===== config.mk =====
export PLATFORM = sky130hd
export DESIGN_NAME = frame_packetizer
export DESIGN_NICKNAME = d
export VERILOG_FILES = /design/src/rtl/frame_packetizer.sv
export SDC_FILE = /design/constraint.sdc
export NUM_CORES = 1
export LEC_CHECK = 0
export ABC_AREA = 1
export CAP_MARGIN = 25
export CELL_PAD_IN_SITES_DETAIL_PLACEMENT = 1
export CELL_PAD_IN_SITES_GLOBAL_PLACEMENT = 2
export CORE_MARGIN = 8
export CORE_UTILIZATION = 40
export CTS_CLUSTER_DIAMETER = 100
export CTS_CLUSTER_SIZE = 20
export DETAILED_ROUTE_END_ITERATION = 12
export PLACE_DENSITY_LB_ADDON = 0.1
export SYNTH_ARGS = -nofsm -noshare
export SYNTH_HDL_FRONTEND = slang
export SYNTH_SLANG_ARGS = --single-unit

===== constraint.sdc =====
create_clock -name clk -period 7.7 [get_ports clk]
set_input_delay 1.925 -clock clk [delete_from_list [all_inputs] [get_ports clk]]
set_output_delay 1.925 -clock clk [all_outputs]
set_load 0.03 [all_outputs]

===== src/rtl/frame_packetizer.sv =====
// Sample packetizer: buffers DATA_W-bit samples in a FIFO and emits framed
// packets (header, length, payload, checksum) with valid/ready handshaking,
// flushing of short packets when input ends, and sticky overflow reporting.
module frame_packetizer #(
    parameter int unsigned       DATA_W     = 8,
    parameter int unsigned       PKT_LEN    = 16,
    parameter int unsigned       FIFO_DEPTH = 32,
    parameter logic [DATA_W-1:0] HEADER     = 'hAA
) (
    input  logic              clk,
    input  logic              rst,
    input  logic [DATA_W-1:0] din,
    input  logic              din_valid,
    output logic [DATA_W-1:0] dout,
    output logic              dout_valid,
    input  logic              dout_ready,
    output logic              dout_last,
    output logic              overflow,
    output logic [15:0]       pkt_count
);

    localparam int unsigned       AW        = $clog2(FIFO_DEPTH);
    localparam int unsigned       CW        = AW + 1;
    localparam logic [CW-1:0]     DEPTH_C   = CW'(FIFO_DEPTH);
    localparam logic [CW-1:0]     PKT_LEN_C = CW'(PKT_LEN);
    localparam logic [DATA_W-1:0] PKT_LEN_W = DATA_W'(PKT_LEN);

    typedef enum logic [2:0] {
        S_IDLE,
        S_HDR,
        S_LEN,
        S_PAY,
        S_CHK
    } state_t;

    state_t state, state_next;

    logic [DATA_W-1:0] mem [FIFO_DEPTH];
    logic [AW-1:0]     wr_ptr, rd_ptr;
    logic [CW-1:0]     count;
    logic              full, wr_en, pop;

    logic              din_valid_q, flush_pend;
    logic              start, xfer, pay_last;
    logic [DATA_W-1:0] len, start_len, pay_cnt, acc;
    logic [DATA_W-1:0] dout_next;
    logic              last_next;

    assign full      = (count == DEPTH_C);
    assign wr_en     = din_valid && !full;
    assign xfer      = dout_valid && dout_ready;
    assign start_len = (count >= PKT_LEN_C) ? PKT_LEN_W : DATA_W'(count);
    assign pay_last  = (pay_cnt == len - DATA_W'(1));

    // FIFO storage; not reset, occupancy is tracked by the pointers
    always_ff @(posedge clk) begin
        if (wr_en) begin
            mem[wr_ptr] <= din;
        end
    end

    // FIFO pointers and occupancy; a write and a pop together leave count unchanged
    always_ff @(posedge clk) begin
        if (rst) begin
            wr_ptr <= '0;
            rd_ptr <= '0;
            count  <= '0;
        end else begin
            if (wr_en) begin
                wr_ptr <= wr_ptr + AW'(1);
            end
            if (pop) begin
                rd_ptr <= rd_ptr + AW'(1);
            end
            case ({wr_en, pop})
                2'b10:   count <= count + CW'(1);
                2'b01:   count <= count - CW'(1);
                default: count <= count;
            endcase
        end
    end

    // Sticky overflow: a sample arriving while the FIFO is full is dropped
    always_ff @(posedge clk) begin
        if (rst) begin
            overflow <= 1'b0;
        end else if (din_valid && full) begin
            overflow <= 1'b1;
        end
    end

    // Flush request: raised when the input stream stops, dropped once a packet
    // covering everything buffered has started or nothing is left to send
    always_ff @(posedge clk) begin
        if (rst) begin
            din_valid_q <= 1'b0;
            flush_pend  <= 1'b0;
        end else begin
            din_valid_q <= din_valid;
            if ((start && count <= PKT_LEN_C) || (state == S_IDLE && count == '0)) begin
                flush_pend <= 1'b0;
            end else if (din_valid_q && !din_valid) begin
                flush_pend <= 1'b1;
            end
        end
    end

    // State register and registered output word/flags
    always_ff @(posedge clk) begin
        if (rst) begin
            state      <= S_IDLE;
            dout       <= '0;
            dout_valid <= 1'b0;
            dout_last  <= 1'b0;
        end else begin
            state      <= state_next;
            dout       <= dout_next;
            dout_valid <= (state_next != S_IDLE);
            dout_last  <= last_next;
        end
    end

    // Packet length latch, payload counter, checksum accumulator, packet counter
    always_ff @(posedge clk) begin
        if (rst) begin
            len       <= '0;
            pay_cnt   <= '0;
            acc       <= '0;
            pkt_count <= '0;
        end else begin
            if (start) begin
                len <= start_len;
                acc <= '0;
            end
            if (state == S_LEN && xfer) begin
                pay_cnt <= '0;
            end
            if (state == S_PAY && xfer) begin
                pay_cnt <= pay_cnt + DATA_W'(1);
                acc     <= acc + dout;
            end
            if (state == S_CHK && xfer) begin
                pkt_count <= pkt_count + 16'd1;
            end
        end
    end

    // Next state and next output word; dout is preloaded one transfer ahead,
    // so the payload path reads the word after the current FIFO head
    always_comb begin
        state_next = state;
        dout_next  = dout;
        last_next  = dout_last;
        pop        = 1'b0;
        start      = 1'b0;
        case (state)
            S_IDLE: begin
                if (count >= PKT_LEN_C || (flush_pend && count != '0)) begin
                    start      = 1'b1;
                    state_next = S_HDR;
                    dout_next  = HEADER;
                    last_next  = 1'b0;
                end
            end
            S_HDR: begin
                if (xfer) begin
                    state_next = S_LEN;
                    dout_next  = len;
                end
            end
            S_LEN: begin
                if (xfer) begin
                    state_next = S_PAY;
                    dout_next  = mem[rd_ptr];
                end
            end
            S_PAY: begin
                if (xfer) begin
                    pop = 1'b1;
                    if (pay_last) begin
                        state_next = S_CHK;
                        dout_next  = acc + dout;
                        last_next  = 1'b1;
                    end else begin
                        dout_next = mem[rd_ptr + AW'(1)];
                    end
                end
            end
            S_CHK: begin
                if (xfer) begin
                    state_next = S_IDLE;
                    dout_next  = '0;
                    last_next  = 1'b0;
                end
            end
            default: begin
                state_next = S_IDLE;
            end
        endcase
    end

endmodule


== Word-level counts from Yosys, hierarchy flattened ==
Memory sizes are Yosys's and may differ from the RTL's. A register that Yosys moved wholly into a read port is not among the register bits.
Cells that the tools add are included.

* Equality and inequality tests: 14
* Magnitude comparators: 2
* Add/subtract/negate cells: 8
* Reductions and logical operators: 26
* Mux-type cells: 33

{| class="wikitable"
|+ Operators with widths
! kind !! count
|-
| $mux 8 || 10
|-
| $pmux 8 s5 || 1
|-
| $mux 3 || 6
|-
| $add 16x1->16 const B || 1
|-
| $pmux 3 s5 || 1
|-
| $pmux 6 s2 || 1
|-
| $add 5x1->5 const B || 2
|-
| $logic_and 1x1->1 || 10
|-
| $mux 1 || 10
|-
| $mux 5 || 2
|-
| $ne 2x2->1 const B || 5
|-
| $add 8x1->8 const B || 1
|-
| $add 8x8->8 || 1
|-
| $eq 8x8->1 || 1
|-
| $sub 8x1->8 const B || 1
|-
| $add 6x1->6 const B || 1
|-
| $eq 3x2->1 const B || 2
|-
| $eq 6x6->1 const B || 1
|-
| $ge 6x5->1 const B || 1
|-
| $le 6x5->1 const B || 1
|-
| $logic_not 6->1 || 1
|-
| $mux 6 || 1
|-
| $reduce_and 6->1 || 1
|-
| $reduce_bool 2->1 || 3
|-
| 15 further kinds || 18
|}

* Register bits after elaboration: 72
* RAM bits: 256
* Memories kept: 1
* Logic and storage cells: 98
* Input port bits: 12

{| class="wikitable"
|+ Memories
! memory !! depth !! bits a word !! read ports !! clocked after memory_dff !! wr ports !! line !! RTL
|-
| mem || 32 || 8 || 2 || 1 || 1 || 38 || <nowiki>logic [DATA_W-1:0] mem [FIFO_DEPTH];</nowiki>
|}

== Longest topological paths before layout ==
Gate-level depths: netlist of the first run.

* Word-level depth: 8
* Gate-level depth with buffers: 17
* Depth with buffers taken out: 17

== Worst setup path after synthesis of the first run ==
No wires, ideal clock.

* Path type: in2reg
* Start point: input port dout_ready
* End point: register count[5]
* Arrival: 3.811 ns
* Library setup time: 0.122 ns
* Data required time: 7.578 ns
* Stages: 13
* Path buffers: 1
* Setup slack: 3.767 ns
* Cells stage by stage: nand2_1 nor2_4 buf_2 ha_1 ha_1 a21oi_1 nand2_1 a21oi_1 o21bai_1 a21oi_1 o21ai_0 o21ai_0 a21oi_1

* Word-level cells in the longest chain between the ends: 5
* Elaborated cells between the ends (all ways): 7
* Those cells by class: eq/ne (2); mux (3); reduce/logical (2)

{| class="wikitable"
|+ Ends and longest elaborated chain
! what !! line !! RTL
|-
| start: declaration || 16 || <nowiki>input logic dout_ready,</nowiki>
|-
| $logic_and 1x1->1 (*) || 51 || <nowiki>assign xfer = dout_valid && dout_ready;</nowiki>
|-
| $mux 1 (*) || 178 || <nowiki>if (xfer) begin</nowiki>
|-
| $mux 1 (*) || 156 || <nowiki>case (state)</nowiki>
|-
| net pop || 41 || <nowiki>logic full, wr_en, pop;</nowiki>
|-
| $eq 2x1->1 / $eq 2x2->1 (equally long branches) || 75 || <nowiki>case ({wr_en, pop})</nowiki>
|-
| $pmux 6 s2 / $reduce_bool 2->1 (equally long branches) || -- ||
|-
| end signal: assignment || 76 || <nowiki>2'b10: count <= count + CW'(1);</nowiki>
|-
| end signal: assignment || 77 || <nowiki>2'b01: count <= count - CW'(1);</nowiki>
|-
| end signal: assignment || 78 || <nowiki>default: count <= count;</nowiki>
|-
| end: declaration || 40 || <nowiki>logic [CW-1:0] count;</nowiki>
|}

Mark *: on every way through the listed nets, which the timed path passes. The rest lies on a longest branch.
A chain may end at the register's enable or synchronous reset.

== Worst setup path after layout of the first run ==
* Start point: input port dout_ready
* End point: register count[5]

* Word-level cells in the longest chain between the ends: 5
* Elaborated cells between the ends (all ways): 7
* Those cells by class: eq/ne (2); mux (3); reduce/logical (2)

{| class="wikitable"
|+ Ends and longest elaborated chain
! what !! line
|-
| $logic_and 1x1->1 (*) || 51
|-
| $mux 1 (*) || 178
|-
| $mux 1 (*) || 156
|-
| $eq 2x1->1 / $eq 2x2->1 (equally long branches) || 75
|-
| $pmux 6 s2 / $reduce_bool 2->1 (equally long branches) || --
|}

Every way passes the cells marked *; elsewhere a longest branch is shown, timed or not.

==> results of run 1 <==
kinds of logic (layout without fill, tap and decap cells):
family	Yosys count	in the layout	share of synthesized area (%)
XOR/XNOR	14	14	0.860
buffers and inverters	208	189	5.36
AND/OR/NAND/NOR	1167	1167	30.2
flip-flops	331	331	54.4
adder cells (fa/ha/maj)	22	22	1.72
AO/OA/AOI/OAI	229	229	7.43
worst register-to-register path, stage by stage (launching register included):
cell and delay (ns):
dfxtp_1 0.38, inv_1 0.10, nor3_2 0.74, inv_2 0.16
nor2_4 0.58, ha_1 0.46, ha_1 0.34, a21oi_1 0.17
nand2_1 0.10, a21oi_1 0.14, o21bai_1 0.09, a21oi_1 0.13
o21ai_0 0.12, o21ai_0 0.16, a21oi_1 0.06
layer usage:
layer	wire, um	up-vias	global-route usage, %
met5	0	-	0
met2	27000	467	38.0
li1	-	6677	-
met3	3680	67	2.27
met4	1460	0	6.86
met1	28400	7294	35.5
how the worst min path moves through the flow:
stage                                    from  slack [ns]  cells past startpoint                   to
after global placement    acc[0]$_SDFFE_PP0P_        0.45                      2  acc[0]$_SDFFE_PP0P_
after global routing      acc[5]$_SDFFE_PP0P_        0.50                      2  acc[5]$_SDFFE_PP0P_
after detailed placement  acc[6]$_SDFFE_PP0P_        0.47                      2  acc[6]$_SDFFE_PP0P_
after floorplan           acc[3]$_SDFFE_PP0P_        0.44                      2  acc[3]$_SDFFE_PP0P_
after CTS                 acc[6]$_SDFFE_PP0P_        0.48                      2  acc[6]$_SDFFE_PP0P_
final                     acc[6]$_SDFFE_PP0P_        0.47                      2  acc[6]$_SDFFE_PP0P_
power by group:
group          internal, mW  switching (mW)
Sequential             1.94          0.0148
Clock                 0.533           0.611
Combinational        0.0466           0.140
stage by stage:
stage	setup WS [ns]	std cells	power (mW)
final	3.25	2491	3.28
after global routing	2.99	2491	3.39
after CTS	3.29	2490	3.31
after detailed placement	2.72	2454	2.18
after global placement	2.81	2454	2.17
after floorplan	3.77	1971	2.09
layout make-up:
type,instances,area (um2),area share [%]
flip-flops and latches,331,9200,50.7
multi-input cells,1432,6800,37.5
well taps,539,674,3.72
clock buffers,35,598,3.30
repair buffers,60,503,2.77
inverters,93,354,1.95
clock inverters,1,6.26,0.0345
registers in the layout, summed over array words and instances, names as in the netlist, named ones only:
signal,cells
acc,8
count,6
din_valid_q,1
dout,8
dout_last,1
dout_valid,1
flush_pend,1
len,6
mem,256
overflow,1
pay_cnt,8
pkt_count,16
rd_ptr,5
state,3
wr_ptr,5
cells in the final DEF (no fill, tap or decap), types with 2 or more instances in the layout:
cell             synthesis  layout
dfxtp_1                 75      72
and3_1                   2       2
inv_2                    8       7
clkinv_1                 3       3
fa_1                     2       2
nand2_4                  2       2
o21ai_0                 75      75
buf_2                   57       8
clkbuf_8                 0       2
nand2_1                594     594
xor2_2                   2       2
or2_2                    5       5
clkdlybuf4s50_1          0      30
nor2_2                   5       4
inv_4                    0       3
a31oi_1                  2       2
nor3_1                  13      13
inv_1                   82      81
nor2_4                   7       8
buf_4                   10      21
o22ai_1                  6       6
dfxtp_4                  0       2
ha_1                    20      19
o211ai_1                 3       3
a211oi_1                 8       8
o31ai_1                 12      12
o221ai_1                 3       3
nand4_1                  8       8
xnor2_1                  3       3
nor3_2                   2       2
clkbuf_1                39      12
edfxtp_1               256     256
a21oi_1                112     112
nor2_1                 114     114
xor2_1                   8       8
clkbuf_16                0      21
nand3_1                407     407
==> reports/results.tsv, run 1 <==
stage	metric	value	unit
outcome	status	finished clean	
clock_tree	Num CTS Buffers	20	
synth	Post-Syn Area	16900	um2
clock_tree	# clock sinks	331	
timing	final worst-path cycle share	57.8	%
grt	grt ovf	0	
setup_path	worst setup path start	dout_ready	
final_layout	layout overhead on the synthesized area	7.39	%
routing	drt pass-1 iters	5	
clock_tree	Setup Fix Bufs, Post-CTS	0	
setup_path	most used cell, CP	a21oi_1	
final_layout	Layout fillers	4912	
clock_tree	Worst-Skew Late Latency	0.55	ns
grt	vias in the first global route	14700	
synth	Mapped Cells	1971	
routing	Via-to-Cell Ratio	5.82	
setup_path	crit path buf inv count	1	
timing	fmax	225	MHz
setup_path	Required @ worst endpoint	8.13	ns
setup_path	Top Family by Delay on Critical Path	compound AO/OA/AOI/OAI gates	
min_path	HP Class	register to register	
timing	Clock Skews	0.0250	ns
setup_path	Worst setup EP type	register	
die	die width	221	um
timing	min Tclk post-route	4.45	ns
flow_run	# Max-Cap Violations	0	
die	Initial Util	40.3	%
timing	Final Setup Violations	0	
clock_tree	Clock transition at path regs	0.09	ns
clock_tree	CTS root buf	clkbuf_16	
final_layout	nets	1972	
synth	yosys warns	0	
synth	Yosys reg bits	331	
synth	post-synthesis sequential area ratio	54.4	%
routing	Initial DRC Count	1316	
pwr	Leakage	6.74	nW
setup_path	slowest stage delay, CP	0.59	ns
die	Die Height	221	um
synth	Synth Flop Type	edfxtp_1	
grt	Tot GR Track Use	24.3	%
timing	Relative slew margins	35.8	%
grt	largest net degree at the start of global routing	66	
routing	via count	14500	
clock_tree	cells resized by post-CTS repair	0	
final_layout	Antenna Cells	0	
synth	Post-synth EDFFs	256	
setup_path	Critical R2R Launch	state[0]$_SDFF_PP0_	
synth	Avg Inst Size Synth	8.57	um2
setup_path	Worst path slowest cell	nor2_4	
place	IO buf count	38	
die	core area	41900	um2
die	IO Pins	39	
final_layout	layout cell share with drive strength beyond 1	5.02	%
routing	DR DRC count	0	
clock_tree	CTS Buffer Depth	3	
final_layout	post-route cell area	18100	um2
setup_path	critical-path cell list	clkdlybuf4s50_1, nand2_1, nor2_4, ha_1, ha_1, a21oi_1, nand2_1, a21oi_1, o21bai_1, a21oi_1, o21ai_0, o21ai_0, a21oi_1	
setup_path	crit path capture	count[5]$_SDFFE_PP0P_	
timing	final hold slack	0.474	ns
place	HPWL after DPL	39.4	mm
routing	total wire length	60.6	mm
synth	Mapped Nets	2005	
timing	max-slew violations	0	
timing	Slew @ Worst Pin	0.964	ns
synth	post-synthesis cell type count	51	
place	gpl congestion	0.835	
timing	final hold vios	0	
synth	Post-synth top cells	nand2_1, nand3_1, edfxtp_1	
timing	setup TNS	0	ns
pwr	PwrDens	181	nW/um2
routing	Routed wire per std cell	24.3	um
place	Placement Cell Area	17500	um2
setup_path	crit path max fanout	28	
synth	top cells by area, synth	edfxtp_1, nand2_1, nand3_1, dfxtp_1, a21oi_1	
pwr	Worst VDD drop	0.160	mV
synth	most common cell in the netlist	nand2_1	
setup_path	Reg2Reg Setup Slack	3.85	ns
synth	dominant cell type by area after synthesis	edfxtp_1	
setup_path	Worst Reg-to-Reg Cells	14	
timing	RSZ-0062 raised after global routing	no	
setup_path	data arrival time of the worst path	4.88	ns
setup_path	CP Class	primary input to register	
die	# rows	75	
setup_path	Stages on worst setup path	13	
setup_path	Worst setup SP type	primary input	
routing	Antenna Nets Post-Route	0	
setup_path	R2R Path End	count[5]$_SDFFE_PP0P_	
grt	initial antenna violation count	0	
synth	share of the synthesized area in the top cell type	45.5	%
clock_tree	Hold-fix buffers, CTS	0	
clock_tree	CTS tree	done	
clock_tree	CTS H-tree lvls	1	
synth	ys async rst share	0	%
grt	first-pass GRT wire length	92.9	mm
final_layout	Final Util	43.3	%
die	Die Area	49000	um2
No activity file was read; power rests on OpenSTA's default activity.
==> inputs of run 2 (changes only) <==
Settings changed: CORE_UTILIZATION 40 to 35.
Clock period 7.7 ns to 3.85 ns, I/O delays scaled along.
==> run 2 against run 1 <==
Cell area is 3.1% higher. Setup slack worse by 2.3 ns. Sequential share of layout area fell by 1.5 points. Combinational power up 98%. Final cell count grew 4.9%. Die area increased by 13%. Largest power group unchanged. Count of clock-buffer cells in the layout shrank 1. Non-clock buffer count rose by 47. Clock skew up 0.017 ns. Sequential cell count is the same.
==> reports/results.tsv, run 2 (synthesis gave the netlist of run 1 again) <==
stage	metric	value	unit	change
outcome	status	finished clean		
final_layout	commonest non-fill, non-tap cells in the layout	nand2_1, nand3_1, edfxtp_1		
setup_path	CP Class	register to register		
die	IO Pins	39		unchanged
grt	initial antenna violation count	0		unchanged
pwr	PwrDens	351	nW/um2	+94%
final_layout	layout overhead on the synthesized area	10.8	%	
flow_run	# Max-Cap Violations	0		unchanged
routing	Routed wire per std cell	23.5	um	-3.4%
min_path	HP Class	register to register		
clock_tree	CTS Buffer Depth	3		unchanged
routing	Via-to-Cell Ratio	5.50		-5.5%
setup_path	Worst path slowest cell	buf_4		
timing	RSZ-0062 raised after global routing	no		
timing	final worst-path cycle share	75.7	%	
clock_tree	CTS root buf	clkbuf_16		
final_layout	Final Util	39.2	%	-4.1 points
setup_path	R2R Path End	dout[4]$_SDFFE_PP0P_		
place	Placement Cell Area	18100	um2	+3.4%
setup_path	Required @ worst endpoint	4.34	ns	-3.79 ns
timing	min Tclk post-route	2.91	ns	
setup_path	Worst Reg-to-Reg Cells	15		+1
routing	DR DRC count	0		unchanged
final_layout	post-route cell area	18700	um2	+3.1%
die	Initial Util	35.4	%	-4.9 points
pwr	Worst VDD drop	0.251	mV	+57%
setup_path	critical-path cell list	buf_12, inv_4, buf_4, nand2_1, nand3_1, nand3_1, nand3_1, nand2_1, nand2_1, nand2_1, nand2_1, nand3_1, nand2_1, nand2_1, a21oi_1		
pwr	Final Power	6.56	mW	+100%
final_layout	nets	2019		+2.4%
timing	Final Setup Violations	0		unchanged
grt	first-pass GRT wire length	92.7	mm	-0.20%
setup_path	Worst setup EP type	register		
place	HPWL after DPL	38.2	mm	-2.8%
final_layout	commonest non-fill, non-tap cell in the layout	nand2_1		
final_layout	max reg flops	256		unchanged
clock_tree	# clock sinks	331		unchanged
grt	largest net degree at the start of global routing	133		+100%
clock_tree	Clock transition at path regs	0.09	ns	about the same
grt	vias in the first global route	14800		+0.93%
die	Die Area	55500	um2	+13%
grt	Tot GR Track Use	21.5	%	-2.8 points
clock_tree	Num CTS Buffers	20		unchanged
clock_tree	CTS H-tree lvls	1		unchanged
final_layout	biggest regs	mem (256), pkt_count (16)		
grt	grt ovf	0		unchanged
final_layout	layout cell share with drive strength beyond 1	6.81	%	+1.8 points
die	# rows	80		+6.7%
min_path	Cells on Worst Hold Path	2		unchanged
place	gpl congestion	0.779		-6.7%
die	Die Height	236	um	+6.4%
min_path	WHS Endpoint	acc[6]$_SDFFE_PP0P_		
final_layout	register area	9200	um2	unchanged
timing	final hold vios	0		unchanged
min_path	Hold Crit Start	acc[6]$_SDFFE_PP0P_		
timing	fmax	343	MHz	
setup_path	most used cell, CP	nand2_1		
final_layout	Layout fillers	5612		+14%
setup_path	crit path max fanout	125		+350%
place	IO buf count	38		unchanged
timing	Clock Skews	0.0419	ns	+0.0169 ns
clock_tree	Worst-Skew Late Latency	0.56	ns	about the same
clock_tree	Hold-fix buffers, CTS	0		unchanged
setup_path	Top Family by Delay on Critical Path	buffers and inverters		
setup_path	Reg2Reg Setup Slack	0.94	ns	-2.91 ns
setup_path	slowest stage delay, CP	0.72	ns	+0.13 ns
final_layout	Top reg by flops	mem		
setup_path	crit path buf inv count	3		+2
setup_path	Critical R2R Launch	rd_ptr[0]$_SDFFE_PP0P_		
routing	drt pass-1 iters	5		unchanged
timing	max-slew violations	0		unchanged
die	die width	236	um	+6.4%
clock_tree	cells resized by post-CTS repair	0		unchanged
timing	Relative slew margins	34.5	%	-1.2 points
clock_tree	CTS tree	done		
routing	Initial DRC Count	1095		-17%
timing	setup TNS	0	ns	unchanged
routing	via count	14400		-0.83%
setup_path	Worst setup SP type	register		
timing	Slew @ Worst Pin	0.982	ns	+0.0182 ns
clock_tree	Setup Fix Bufs, Post-CTS	0		unchanged
routing	Antenna Nets Post-Route	0		unchanged
pwr	Leakage	7.00	nW	+3.9%
routing	total wire length	61.5	mm	+1.4%
die	core area	47600	um2	+14%
final_layout	area of the multi-input gates	6800	um2	unchanged
setup_path	data arrival time of the worst path	3.41	ns	-1.47 ns
-- run 2: cell count changes in the layout (fill, tap and decap cells not counted), sizes merged --
cell           delta
buf              +41
clkbuf            -2
clkdlybuf4s50     +7
clkinv            -1
diode             +1
inv               +1
-- run 2: worst register-to-register path, stage by stage (launching register included) --
cell and delay [ns]:
dfxtp_4 0.38, buf_12 0.25, inv_4 0.23, buf_4 0.72, nand2_1 0.19, nand3_1 0.12, nand3_1 0.10, nand3_1 0.11
nand2_1 0.09, nand2_1 0.14, nand2_1 0.12, nand2_1 0.08, nand3_1 0.07, nand2_1 0.07, nand2_1 0.06, a21oi_1 0.12
-- run 2: worst max-delay path by stage --
stage                      startpoint                    end  cells after the start
5_1_grt        rd_ptr[0]$_SDFFE_PP0P_   dout[2]$_SDFFE_PP0P_                     15
6_report       rd_ptr[0]$_SDFFE_PP0P_   dout[4]$_SDFFE_PP0P_                     15
2_1_floorplan              dout_ready  count[5]$_SDFFE_PP0P_                     13
3_3_place_gp               dout_ready  count[5]$_SDFFE_PP0P_                     13
3_5_place_dp               dout_ready  count[5]$_SDFFE_PP0P_                     13
4_1_cts        rd_ptr[0]$_SDFFE_PP0P_   dout[4]$_SDFFE_PP0P_                     15
-- run 2: area by class of cell --
class                   count  share of cell area [%]
well taps                 615                    4.12
repair buffers            107                    5.31
flip-flops and latches    331                    49.2
inverters                  93                    1.89
clock buffers              34                    3.07
diodes                      1                  0.0134
clock inverters             1                  0.0602
multi-input cells        1432                    36.3
-- run 2: routing by layer --
layer  vias to the layer above  global-route usage [%]  share of wire (%)
met5                         -                       0                  0
met4                         0                    4.63                2.0
met3                        66                    1.87                3.1
met2                       219                    37.5                 49
met1                      7331                    28.8                 46
li1                       6768                       -                  -
-- run 2: where the power goes --
part           internal, mW  switching, mW
clock network          1.03           1.25
registers              3.87         0.0300
logic                 0.108          0.260
-- run 2: per-stage QoR --
step / setup WS (ns) / hold slack (ns) / instances
detailed placement: 0.615 / 0.461 / 2578
floorplan: 0.879 / 0.445 / 1971
global placement: 0.592 / 0.452 / 2578
CTS: 0.957 / 0.479 / 2613
finish: 0.935 / 0.475 / 2614
global route: 0.749 / 0.506 / 2613
